===== src/rtl/uart_pkg.sv =====
`default_nettype none
// ============================================================================
// Module      : uart_pkg
// Description : Shared definitions for the UART transmit framer: frame
//               state encoding, data width and idle line level.
//               Build macro UART_TX_PARITY_EN adds the PARITY state.
// Revision    : 1.0 - initial release
// ============================================================================
package uart_pkg;

    localparam int   DATA_BITS = 8;
    localparam logic LINE_IDLE = 1'b1;

    typedef enum logic [2:0] {
        ST_IDLE      = 3'd0,
        ST_START_BIT = 3'd1,
        ST_DATA      = 3'd2,
        ST_STOP_BIT  = 3'd3
`ifdef UART_TX_PARITY_EN
        ,
        ST_PARITY    = 3'd4
`endif
    } state_t;

endpackage
`default_nettype wire


===== src/rtl/uart_baud_ctr.sv =====
`default_nettype none
// ============================================================================
// Module      : uart_baud_ctr
// Description : Bit-period timer. Counts 0..CLK_PER_BIT-1 and pulses
//               bit_done on the last cycle of each bit period, restarting
//               from 0 on every bit boundary so no drift accumulates.
// Ports       : clk      - clock (rising edge)
//               rst      - synchronous active-high reset
//               clear    - hold counter at 0
//               bit_done - high during the last cycle of a bit period
// Parameters  : CLK_PER_BIT - clock cycles per serial bit (2..65535)
// Revision    : 1.0 - initial release
// ============================================================================
module uart_baud_ctr #(
    parameter int CLK_PER_BIT = 50
) (
    input  logic clk,
    input  logic rst,
    input  logic clear,
    output logic bit_done
);

    localparam int CTR_SIZE = $clog2(CLK_PER_BIT);
    localparam logic [CTR_SIZE-1:0] c_CTR_LAST = CTR_SIZE'(CLK_PER_BIT - 1);
    localparam logic [CTR_SIZE-1:0] c_CTR_ONE  = CTR_SIZE'(1);

    logic [CTR_SIZE-1:0] r_ctr;

    assign bit_done = (r_ctr == c_CTR_LAST);

    always_ff @(posedge clk) begin
        if (rst || clear || bit_done) begin
            r_ctr <= '0;
        end else begin
            r_ctr <= r_ctr + c_CTR_ONE;
        end
    end

endmodule
`default_nettype wire


===== src/rtl/uart_tx_framer.sv =====
`default_nettype none
// ============================================================================
// Module      : uart_tx_framer
// Description : UART transmit framer, 8N1 by default. Accepts one byte per
//               new_data strobe when idle and not flow-blocked, then sends
//               start bit, 8 data bits LSB first and a stop bit.
//               Define UART_TX_PARITY_EN to insert an even parity bit
//               between the data and stop bits (8E1).
// Ports       : clk      - clock (rising edge)
//               rst      - synchronous active-high reset
//               tx       - serial line output, idle high (registered)
//               block    - downstream hold; inhibits new frames
//               busy     - high when a byte cannot be accepted (registered)
//               data     - byte to transmit, sampled on acceptance
//               new_data - single-cycle strobe offering data
// Parameters  : CLK_PER_BIT - clock cycles per serial bit (2..65535)
// Revision    : 1.0 - initial release
// ============================================================================
module uart_tx_framer
    import uart_pkg::*;
#(
    parameter int CLK_PER_BIT = 50
) (
    input  logic       clk,
    input  logic       rst,
    output logic       tx,
    input  logic       block,
    output logic       busy,
    input  logic [7:0] data,
    input  logic       new_data
);

    localparam logic [2:0] c_LAST_BIT = 3'(DATA_BITS - 1);

    state_t     r_state;
    state_t     w_state_next;
    logic [7:0] r_data;
    logic [2:0] r_bit_idx;
    logic [2:0] w_bit_idx_next;
    logic       r_block_q;
    logic       w_accept;
    logic       w_bit_done;
    logic       w_tx_next;
    logic       w_clear;

    assign w_accept = (r_state == ST_IDLE) && !r_block_q && new_data;

    // Counter is parked at 0 whenever idle, so every frame starts with a
    // full-length start bit regardless of when the byte arrives.
    assign w_clear = (r_state == ST_IDLE);

    uart_baud_ctr #(
        .CLK_PER_BIT (CLK_PER_BIT)
    ) u_baud_ctr (
        .clk      (clk),
        .rst      (rst),
        .clear    (w_clear),
        .bit_done (w_bit_done)
    );

    always_comb begin
        w_state_next   = r_state;
        w_bit_idx_next = r_bit_idx;
        case (r_state)
            ST_IDLE: begin
                w_bit_idx_next = 3'd0;
                if (w_accept) begin
                    w_state_next = ST_START_BIT;
                end
            end
            ST_START_BIT: begin
                if (w_bit_done) begin
                    w_state_next = ST_DATA;
                end
            end
            ST_DATA: begin
                if (w_bit_done) begin
                    // Index wraps 7->0 on the final data bit.
                    w_bit_idx_next = r_bit_idx + 3'd1;
                    if (r_bit_idx == c_LAST_BIT) begin
`ifdef UART_TX_PARITY_EN
                        w_state_next = ST_PARITY;
`else
                        w_state_next = ST_STOP_BIT;
`endif
                    end
                end
            end
`ifdef UART_TX_PARITY_EN
            ST_PARITY: begin
                if (w_bit_done) begin
                    w_state_next = ST_STOP_BIT;
                end
            end
`endif
            ST_STOP_BIT: begin
                if (w_bit_done) begin
                    w_state_next = ST_IDLE;
                end
            end
            default: begin
                w_state_next = ST_IDLE;
            end
        endcase
    end

    // tx is registered from the level belonging to the next state, so the
    // line changes in the same cycle the state does.
    always_comb begin
        w_tx_next = LINE_IDLE;
        case (w_state_next)
            ST_START_BIT: w_tx_next = 1'b0;
            ST_DATA:      w_tx_next = r_data[w_bit_idx_next];
`ifdef UART_TX_PARITY_EN
            ST_PARITY:    w_tx_next = ^r_data;
`endif
            default:      w_tx_next = LINE_IDLE;
        endcase
    end

    always_ff @(posedge clk) begin
        if (rst) begin
            r_state   <= ST_IDLE;
            r_bit_idx <= 3'd0;
            r_block_q <= 1'b0;
            r_data    <= 8'h00;
            tx        <= LINE_IDLE;
            busy      <= 1'b0;
        end else begin
            r_state   <= w_state_next;
            r_bit_idx <= w_bit_idx_next;
            r_block_q <= block;
            tx        <= w_tx_next;
            // busy tracks the registered block level, so it is high exactly
            // when the framer is mid-frame or block_q is set.
            busy      <= (w_state_next != ST_IDLE) || block;
            if (w_accept) begin
                r_data <= data;
            end
        end
    end

endmodule
`default_nettype wire


===== config.mk =====
export PLATFORM = sky130hd
export DESIGN_NAME = uart_tx_framer
export DESIGN_NICKNAME = d
export VERILOG_FILES = /design/src/rtl/uart_pkg.sv /design/src/rtl/uart_baud_ctr.sv /design/src/rtl/uart_tx_framer.sv
export SDC_FILE = /design/constraint.sdc
export NUM_CORES = 1
export LEC_CHECK = 0
export ABC_AREA = 1
export CORE_ASPECT_RATIO = 0.7
export CORE_MARGIN = 5
export CORE_UTILIZATION = 40
export DETAILED_ROUTE_END_ITERATION = 7
export GPL_ROUTABILITY_DRIVEN = 0
export PLACE_DENSITY = 0.69
export SYNTH_ARGS = -nofsm -noshare
export SYNTH_HDL_FRONTEND = slang
export SYNTH_SLANG_ARGS = --single-unit
export TNS_END_PERCENT = 1

===== constraint.sdc =====
create_clock -name clk -period 1.5 [get_ports clk]
set_input_delay 0.3 -clock clk [delete_from_list [all_inputs] [get_ports clk]]
set_output_delay 0.3 -clock clk [all_outputs]
set_load 0.01 [all_outputs]

## Yosys cells after proc, flatten, opt, wreduce, memory -nomap -nowiden

Index checks and enable logic that the tools add are counted.

- Bitwise logic cells: 0
- Eq/ne operators: 7
- $add $sub $neg: 2
- Reductions and logical operators: 8
- $lt $le $gt $ge: 1
- Divide/modulo/power cells: 0
- Shifts and indexed selects: 0
- Mux-type cells: 11
- Multipliers: 0

Operators by type and width:

| operator | count |
|---|---|
| 3-bit two-way mux | 6 |
| 3-bit case mux with 4 select lines | 1 |
| 3-bit by 2-bit equality test with 1-bit output, second input constant | 3 |
| 6-bit by 1-bit adder with 6-bit output, second input constant | 1 |
| 3-bit by 1-bit equality test with 1-bit output, second input constant | 2 |
| 6-bit equality test, second input constant | 1 |
| 3-bit case mux with 2 select lines | 1 |
| 3-bit by 4-bit < comparator with 1-bit output, second input constant | 1 |
| 3-bit by 1-bit adder with 3-bit output, second input constant | 1 |
| 1-bit binary-select mux with 3-bit select | 1 |
| 3-bit equality test, second input constant | 1 |
| 3-bit logical NOT | 1 |
| 1-bit logical OR | 3 |
| 3-bit nonzero test | 1 |
| 1-bit logical AND | 2 |
| 1-bit case mux with 2 select lines | 1 |
| 1-bit logical NOT | 1 |
| 1-bit two-way mux | 1 |

- RAM bits: 0
- Word-level logic and storage cells: 36
- Input port bits: 12
- Bits in read-only memories: 0
- Memories kept: 0
- Flip-flop bits (word level): 23
- Latch bits: 0
- Output and inout port bits: 2

## Logic depth before layout (Yosys ltp)

Gate-level depths: netlist (run 1).

- Depth in word-level cells: 7
- Depth in mapped cells: 13
- Mapped depth without buffers: 13

## By module

Synthesis (run 1) repeated with hierarchy kept, for this count alone.

- Cell total of the unflattened synthesis: 149
- Area total of the unflattened synthesis: 1123.6 um2

By module, submodules not included:

| module | seq. area each (um2) | cells each | area an instance (um2) | instances |
|---|---|---|---|---|
| uart_tx_framer | 340.3 | 115 | 840.8 | 1 |
| uart_baud_ctr | 120.1 | 34 | 282.8 | 1 |

## Worst setup path after synthesis (run 1)

Ideal clock, no wire load.

- Path type: flip-flop to flip-flop
- From: register u_baud_ctr.r_ctr[0]
- To: register tx
- Stages on the path, launching flop included: 13
- Data required time: 1375 ps
- Slack: 2 ps
- Library setup time: 125 ps
- Arrival: 1373 ps
- Buffers on the path: 0
- Period minus slack after synthesis: 1498 ps
- Cell sequence: dfxtp_1 > ha_1 > nand2_1 > nor2_4 > nand2_2 > nand2_1 > o211ai_1 > o21ai_2 > clkinv_1 > nand3_1 > nand2_1 > nand2_1 > nand3_1

- Cells in the longest elaborated chain, start to end: 6
- Elaborated cells on any way between the ends: 12
- Classes of those cells: eq/ne (3); mux (9)

RTL lines:

| element | RTL line | text |
|---|---|---|
| from (decl) | uart_baud_ctr.sv:27 | `logic [CTR_SIZE-1:0] r_ctr;` |
| from (signal assigned) | uart_baud_ctr.sv:35 | `r_ctr <= r_ctr + c_CTR_ONE;` |
| 6-bit equality test (*) | uart_baud_ctr.sv:29 | `assign bit_done = (r_ctr == c_CTR_LAST);` |
| 3-bit two-way mux | uart_tx_framer.sv:77 | `if (w_bit_done) begin` |
| 3-bit case mux with 2 select lines | uart_tx_framer.sv:64 | `case (r_state)` |
| 1-bit binary-select mux with 3-bit select | uart_tx_framer.sv:113 | `ST_DATA: w_tx_next = r_data[w_bit_idx_next];` |
| 1-bit two-way mux (not written as such) | uart_tx_framer.sv:113 |  |
| 1-bit case mux with 2 select lines (*) | uart_tx_framer.sv:111 | `case (w_state_next)` |
| to (signal assigned) | uart_tx_framer.sv:133 | `tx <= w_tx_next;` |
| to (decl) | uart_tx_framer.sv:26 | `output logic tx,` |

Every way passes the cells marked *; elsewhere a longest branch is shown, timed or not. The select of a mux whose other input is x is not followed.
A chain may end at the register's enable or synchronous reset.

## Final worst setup path (run 1)

- From: register u_baud_ctr.r_ctr[2]
- To: register tx

The elaborated chain is that of the path after synthesis.

==> results of run 1 <==
==> flip-flops by register name, summed over array words and instances (netlist names) <==
signal / flops
u_baud_ctr.r_ctr: 6
r_state: 3
r_data: 8
r_block_q: 1
r_bit_idx: 3
busy: 1
tx: 1
==> synthesized netlist by cell type (all sizes together) <==
cell / instances
a21oi: 1
a31oi: 1
buf: 1
clkbuf: 1
clkinv: 1
conb: 1
dfxtp: 23
ha: 4
inv: 16
nand2: 20
nand3: 15
nand4: 7
nor2: 37
nor3: 3
o211ai: 2
o21ai: 10
o21bai: 1
xnor2: 2
xor2: 1
==> area by class of cell <==
cell class | instances | share of cell area [%]
clock inverter | 1 | 0.340
clock buffer | 3 | 2.80
timing repair buffer | 26 | 15.4
sequential | 23 | 31.4
multi-input combinational | 105 | 42.7
tap | 34 | 2.89
inverter | 17 | 4.41
==> what timing repair did <==
action                                  4_1_cts  5_1_grt
cloned                                        0        0
pin swaps                                     4        2
resized for setup                            10        7
setup buffers                                 3        0
endpoints found under the setup margin        1        4
==> power groups by stage <==
stage	combinational (uW)	clock [uW]	sequential [uW]
after detailed placement	126	0	663
after CTS	130	394	652
after global routing	149	421	655
final	132	386	653
after floorplan	60.8	0	663
after global placement	122	0	663
==> metal layers <==
metal,up-vias,wire length (um),global-route usage [%]
met2,33,1150,21.9
met4,0,16,4.91
met1,488,1190,18.3
met5,-,0,0
met3,3,166,5.22
li1,534,-,-
==> logic make-up after synthesis <==
group / count (synthesis)
AND/OR/NAND/NOR: 82
flip-flops: 23
XOR/XNOR: 3
other: 1
buffers and inverters: 19
adder cells (fa/ha/maj): 4
AO/OA/AOI/OAI: 15
==> worst min-delay path, cell delays in order (launching register included) <==
cell and delay (ns):
dfxtp_1 0.32, nor2_1 0.09, nor2_1 0.05
==> metrics by stage <==
stage | util (%) | worst slack (ns) | total power, uW
after CTS | 57.0 | -0.0237 | 1180
after detailed placement | 52.7 | -0.0597 | 789
after global routing | 58.2 | -0.150 | 1220
after floorplan | - | 0.00174 | 724
final | 58.2 | -0.0423 | 1170
after global placement | 52.7 | -0.0189 | 785
==> path summary, 6_finish.rpt <==
kind | end | slack, ns | depth (start not counted)
worst max-delay path | tx$_SDFF_PP1_ | -0.04 | 12
worst min-delay path | r_data[2]$_SDFFE_PP0P_ | 0.50 | 2
worst max register to register | tx$_SDFF_PP1_ | -0.04 | 12
worst min register to register | r_data[2]$_SDFFE_PP0P_ | 0.50 | 2
==> impl_metrics.ini, run 1 <==
[sta]
finalMaxSlewViolations = 0
fin_crit_ns = 1.54
fmax_mhz = 648
hold_violations = 0
finalClockSkew_ns = 0.00163
fin_crit_sh_pct = 103
rsz0062_at_grt = yes
setup_tns_ns = -0.0423
final.setup.worst_slack_ns = -0.0423
setup_viol = 1
hold_ws_ns = 0.500

[routing]
drtIter0Drc = 95
wl_per_cell_um = 12.1
via_per_inst = 5.06
vias = 1058
drc_errors = 0
postRouteAntennaNets = 0
finalWirelength_um = 2520
firstDrtPassIters = 4

[worst_hold_path]
hp-class = reg2reg
hp-start = r_data[2]$_SDFFE_PP0P_

[floorplan]
io_pins = 14
start_util_pct = 43.3
die_w_um = 72.6
die-area_um2 = 3910
fp.dieH_um = 53.8
core_um2 = 2530
rows = 15

[setup_path]
critPathBufInv = 2
critPathTopFamily = simple AND/OR/NAND/NOR gates
r2r-start = u_baud_ctr.r_ctr[2]$_SDFF_PP0_
critPathSlowestCell = dfxtp_1
end_kind = flop
cp-start-kind = flop
cp.arrival_ns = 1.70
critical_path.max_fanout = 6
cp.required_ns = 1.66
max_stage_delay_ns = 0.47
worstPathCellList = inv_2 -> nand2_2 -> nor2_4 -> nand2_1 -> nand2_1 -> buf_4 -> o21bai_4 -> nand3_1 -> nand3_1 -> nand2_1 -> nand2_1 -> nand3_1
cp_common_cell = nand2_1
crit_start = u_baud_ctr.r_ctr[2]$_SDFF_PP0_
crit_type = reg2reg

[clock_tree]
cts_tree = done
cts-root-buf = clkbuf_8
clock-sinks = 23
insertion_delay_ns = 0.27
postCtsHoldBufs = 0
h-tree-depth = 1
clkTransAtPathRegs_ns = 0.08
cts_made_buffers = 3
cts_max_path_buffers = 2

[pwr]
seqPwrFrac_pct = 55.8
p_per_area_nw_per_um2 = 794
p_sw_uw = 281
ir_drop_mv = 0.705
p_int_uw = 889
leakagePower_uw = 0.000579
clkPwrFrac_pct = 33.0
power.share.combinational_pct = 11.3
swShare_pct = 24.0

[layout]
antennaDiodeCount = 0
nets = 192
final_cell_area_um2 = 1470
drive_above_1_share_pct = 24.6
final_common_cell = nor2_1
seq_area_um2 = 463
final_cell_mix = nor2_1 (31), dfxtp_1 (21), nand2_1 (16)
fillers = 239
syn_to_final_growth_pct = 34.3
multi_input_area_um2 = 629
final_cells = 209

[logic_synthesis]
synth_compound_area_share_pct = 7.98
yosysUniqueCellTypes = 25
yosys.area_share.simple_pct = 36.1
synth_top_area_share_pct = 42.0
ys_warn_count = 0
ys_top_cells_by_area = dfxtp_1 (42%), nor2_1 (12%), nand3_1 (5.9%)
synthCells = 147
syn_nets = 163
syn_area_per_cell_um2 = 7.46
seq_area_frac_synth_pct = 42.0
synth_top_cell_by_area = dfxtp_1
ys_seq_elements = 23
synthAdderAreaFrac_pct = 4.56
synth_top_family_by_area = simple AND/OR/NAND/NOR gates
synth-xor-area-share_pct = 2.39
syn_area_um2 = 1100
synth.area.mux_share_pct = 0

[flow_run]
drv_cap = 0

[grt]
overflow = 0
grt_pass1_vias = 963
grt_pass1_wl_um = 4240
grt_usage_pct = 14.2
antenna_found_initial = 0
grt_max_degree = 14

[placement]
place_inst = 202
place_area_um2 = 1340
hpwl_um = 1850
portBuffers = 13

[outcome]
violations = setup timing
status = finished, violations left
Power figures use the tool's default switching activity.
==> run 2: changes to the inputs <==
--- a/config.mk
+++ b/config.mk
@@ -6,7 +6,6 @@
 export NUM_CORES = 1
 export LEC_CHECK = 0
 export ABC_AREA = 1
-export CORE_ASPECT_RATIO = 0.7
 export CORE_MARGIN = 5
 export CORE_UTILIZATION = 40
 export DETAILED_ROUTE_END_ITERATION = 7
==> impl_metrics.ini, run 2 (synthesis gave the netlist of run 1 again) <==
[routing]
finalWirelength_um = 2370
postRouteAntennaNets = 0
firstDrtPassIters = 4
vias = 1026
wl_per_cell_um = 11.6
via_per_inst = 5.00
drtIter0Drc = 42
drc_errors = 0

[worst_hold_path]
hp-start = r_data[2]$_SDFFE_PP0P_
hp-class = reg2reg

[floorplan]
io_pins = 14
start_util_pct = 40.8
fp.dieH_um = 62.4
rows = 19
die-area_um2 = 3890
core_um2 = 2690
die_w_um = 62.4

[layout]
final_common_cell = nor2_1
nets = 191
seq_area_um2 = 465
antennaDiodeCount = 0
reg_top3 = r_data (8), u_baud_ctr.r_ctr (6)
drive_above_1_share_pct = 23.0
syn_to_final_growth_pct = 29.9
multi_input_area_um2 = 604
final_cell_mix = nor2_1 (32), dfxtp_1 (19), nand2_1 (15)
fillers = 251
largest_reg_flops = 8
top_register = r_data

[sta]
fin_crit_sh_pct = 101
setup_viol = 1
final.setup.worst_slack_ns = -0.00907
finalClockSkew_ns = 0.00736
rsz0062_at_grt = yes
fmax_mhz = 663
finalMaxSlewViolations = 0
hold_violations = 0
fin_crit_ns = 1.51

[setup_path]
worstPathCellList = inv_2 -> ha_4 -> nand3_4 -> nor2_4 -> buf_4 -> buf_4 -> o211ai_1 -> nand2_1 -> nand2_1 -> inv_1 -> nand2_1 -> nand3_1
r2r-start = u_baud_ctr.r_ctr[1]$_SDFF_PP0_
max_stage_delay_ns = 0.35
cp_common_cell = nand2_1
critPathBufInv = 4
critical_path.max_fanout = 4
crit_start = u_baud_ctr.r_ctr[1]$_SDFF_PP0_
critPathTopFamily = simple AND/OR/NAND/NOR gates
cp.arrival_ns = 1.73
cp.required_ns = 1.72
cp-start-kind = flop
end_kind = flop
critPathSlowestCell = dfxtp_2
crit_type = reg2reg

[pwr]
ir_drop_mv = 0.516
leakagePower_uw = 0.000576
totalPowerFinal_uw = 1070
p_per_area_nw_per_um2 = 752

[grt]
grt_max_degree = 13
grt_pass1_wl_um = 4310
grt_usage_pct = 13.3
overflow = 0
antenna_found_initial = 0
grt_pass1_vias = 1045

[clock_tree]
clock-sinks = 23
cts-root-buf = clkbuf_4
cts_max_path_buffers = 2
clkTransAtPathRegs_ns = 0.13
h-tree-depth = 1
insertion_delay_ns = 0.31
postCtsHoldBufs = 0
cts_tree = done
cts_made_buffers = 3

[outcome]
status = finished, violations left
violations = setup timing

[placement]
hpwl_um = 1840
portBuffers = 13
dp_slack_ns = -0.0871

[flow_run]
drv_cap = 0
run 2: per-stage QoR:
stage                TNS, ns  hold WS, ns  utilization (%)  std cells  area [um^2]
finish              -0.00907        0.500             53.1        205         1430
detailed placement   -0.0871        0.478             49.6        199         1330
floorplan                  0        0.425                -        147         1100
global route          -0.217        0.510             53.1        205         1430
CTS                  -0.0625        0.503             52.1        205         1400
global placement     -0.0209        0.471             49.6        199         1330
run 2: power by group:
group	leakage [uW]	switching (uW)	internal [uW]
combinational	0.000371	61.1	67.5
clock	0.0000150	188	104
sequential	0.000189	15.7	636
total	0.000576	264	808
run 2: final cells by class:
| class | count | area share, % |
|---|---|---|
| sequential | 23 | 32.7 |
| inverter | 17 | 4.57 |
| tap | 31 | 2.72 |
| clock buffer | 4 | 1.84 |
| timing repair buffer | 25 | 15.8 |
| multi-input combinational | 105 | 42.4 |
run 2: path summary, 6_finish.rpt:
check / to / slack [ns] / depth (start not counted)
setup / recovery: tx$_SDFF_PP1_ / -0.009 / 12
hold / removal: r_data[2]$_SDFFE_PP0P_ / 0.50 / 2
setup reg to reg: tx$_SDFF_PP1_ / -0.009 / 12
hold reg to reg: r_data[2]$_SDFFE_PP0P_ / 0.50 / 2
run 2: worst reg2reg max path, delay by kind of cell (launching register included):
kind	cells	cell delay, ns
buf+inv	4	0.33
compound gates	1	0.15
flops	1	0.35
simple gates	6	0.43
fa+ha+maj	1	0.16
run 2: per-layer routing:
layer | vias up | share of wire (%) | GRT usage, %
met5 | - | 0 | 0
met4 | 0 | 1.3 | 4.77
met3 | 4 | 2.4 | 2.88
met2 | 14 | 52 | 24.5
met1 | 477 | 44 | 14.9
li1 | 531 | - | -
run 2: what timing repair did:
item / CTS / global route
buffers inserted: 2 / 0
setup endpoints to repair: 1 / 9
pin swaps: 6 / 3
gates resized for setup: 8 / 8
gates cloned: 0 / 0
==> run 3: changes to the inputs <==
--- a/config.mk
+++ b/config.mk
@@ -11,6 +11,7 @@
 export DETAILED_ROUTE_END_ITERATION = 7
 export GPL_ROUTABILITY_DRIVEN = 0
 export PLACE_DENSITY = 0.69
+export SLEW_MARGIN = 30
 export SYNTH_ARGS = -nofsm -noshare
 export SYNTH_HDL_FRONTEND = slang
 export SYNTH_SLANG_ARGS = --single-unit
==> results of run 3 <==
No change in the layout: final DEF, timing and power equal those of run 2.
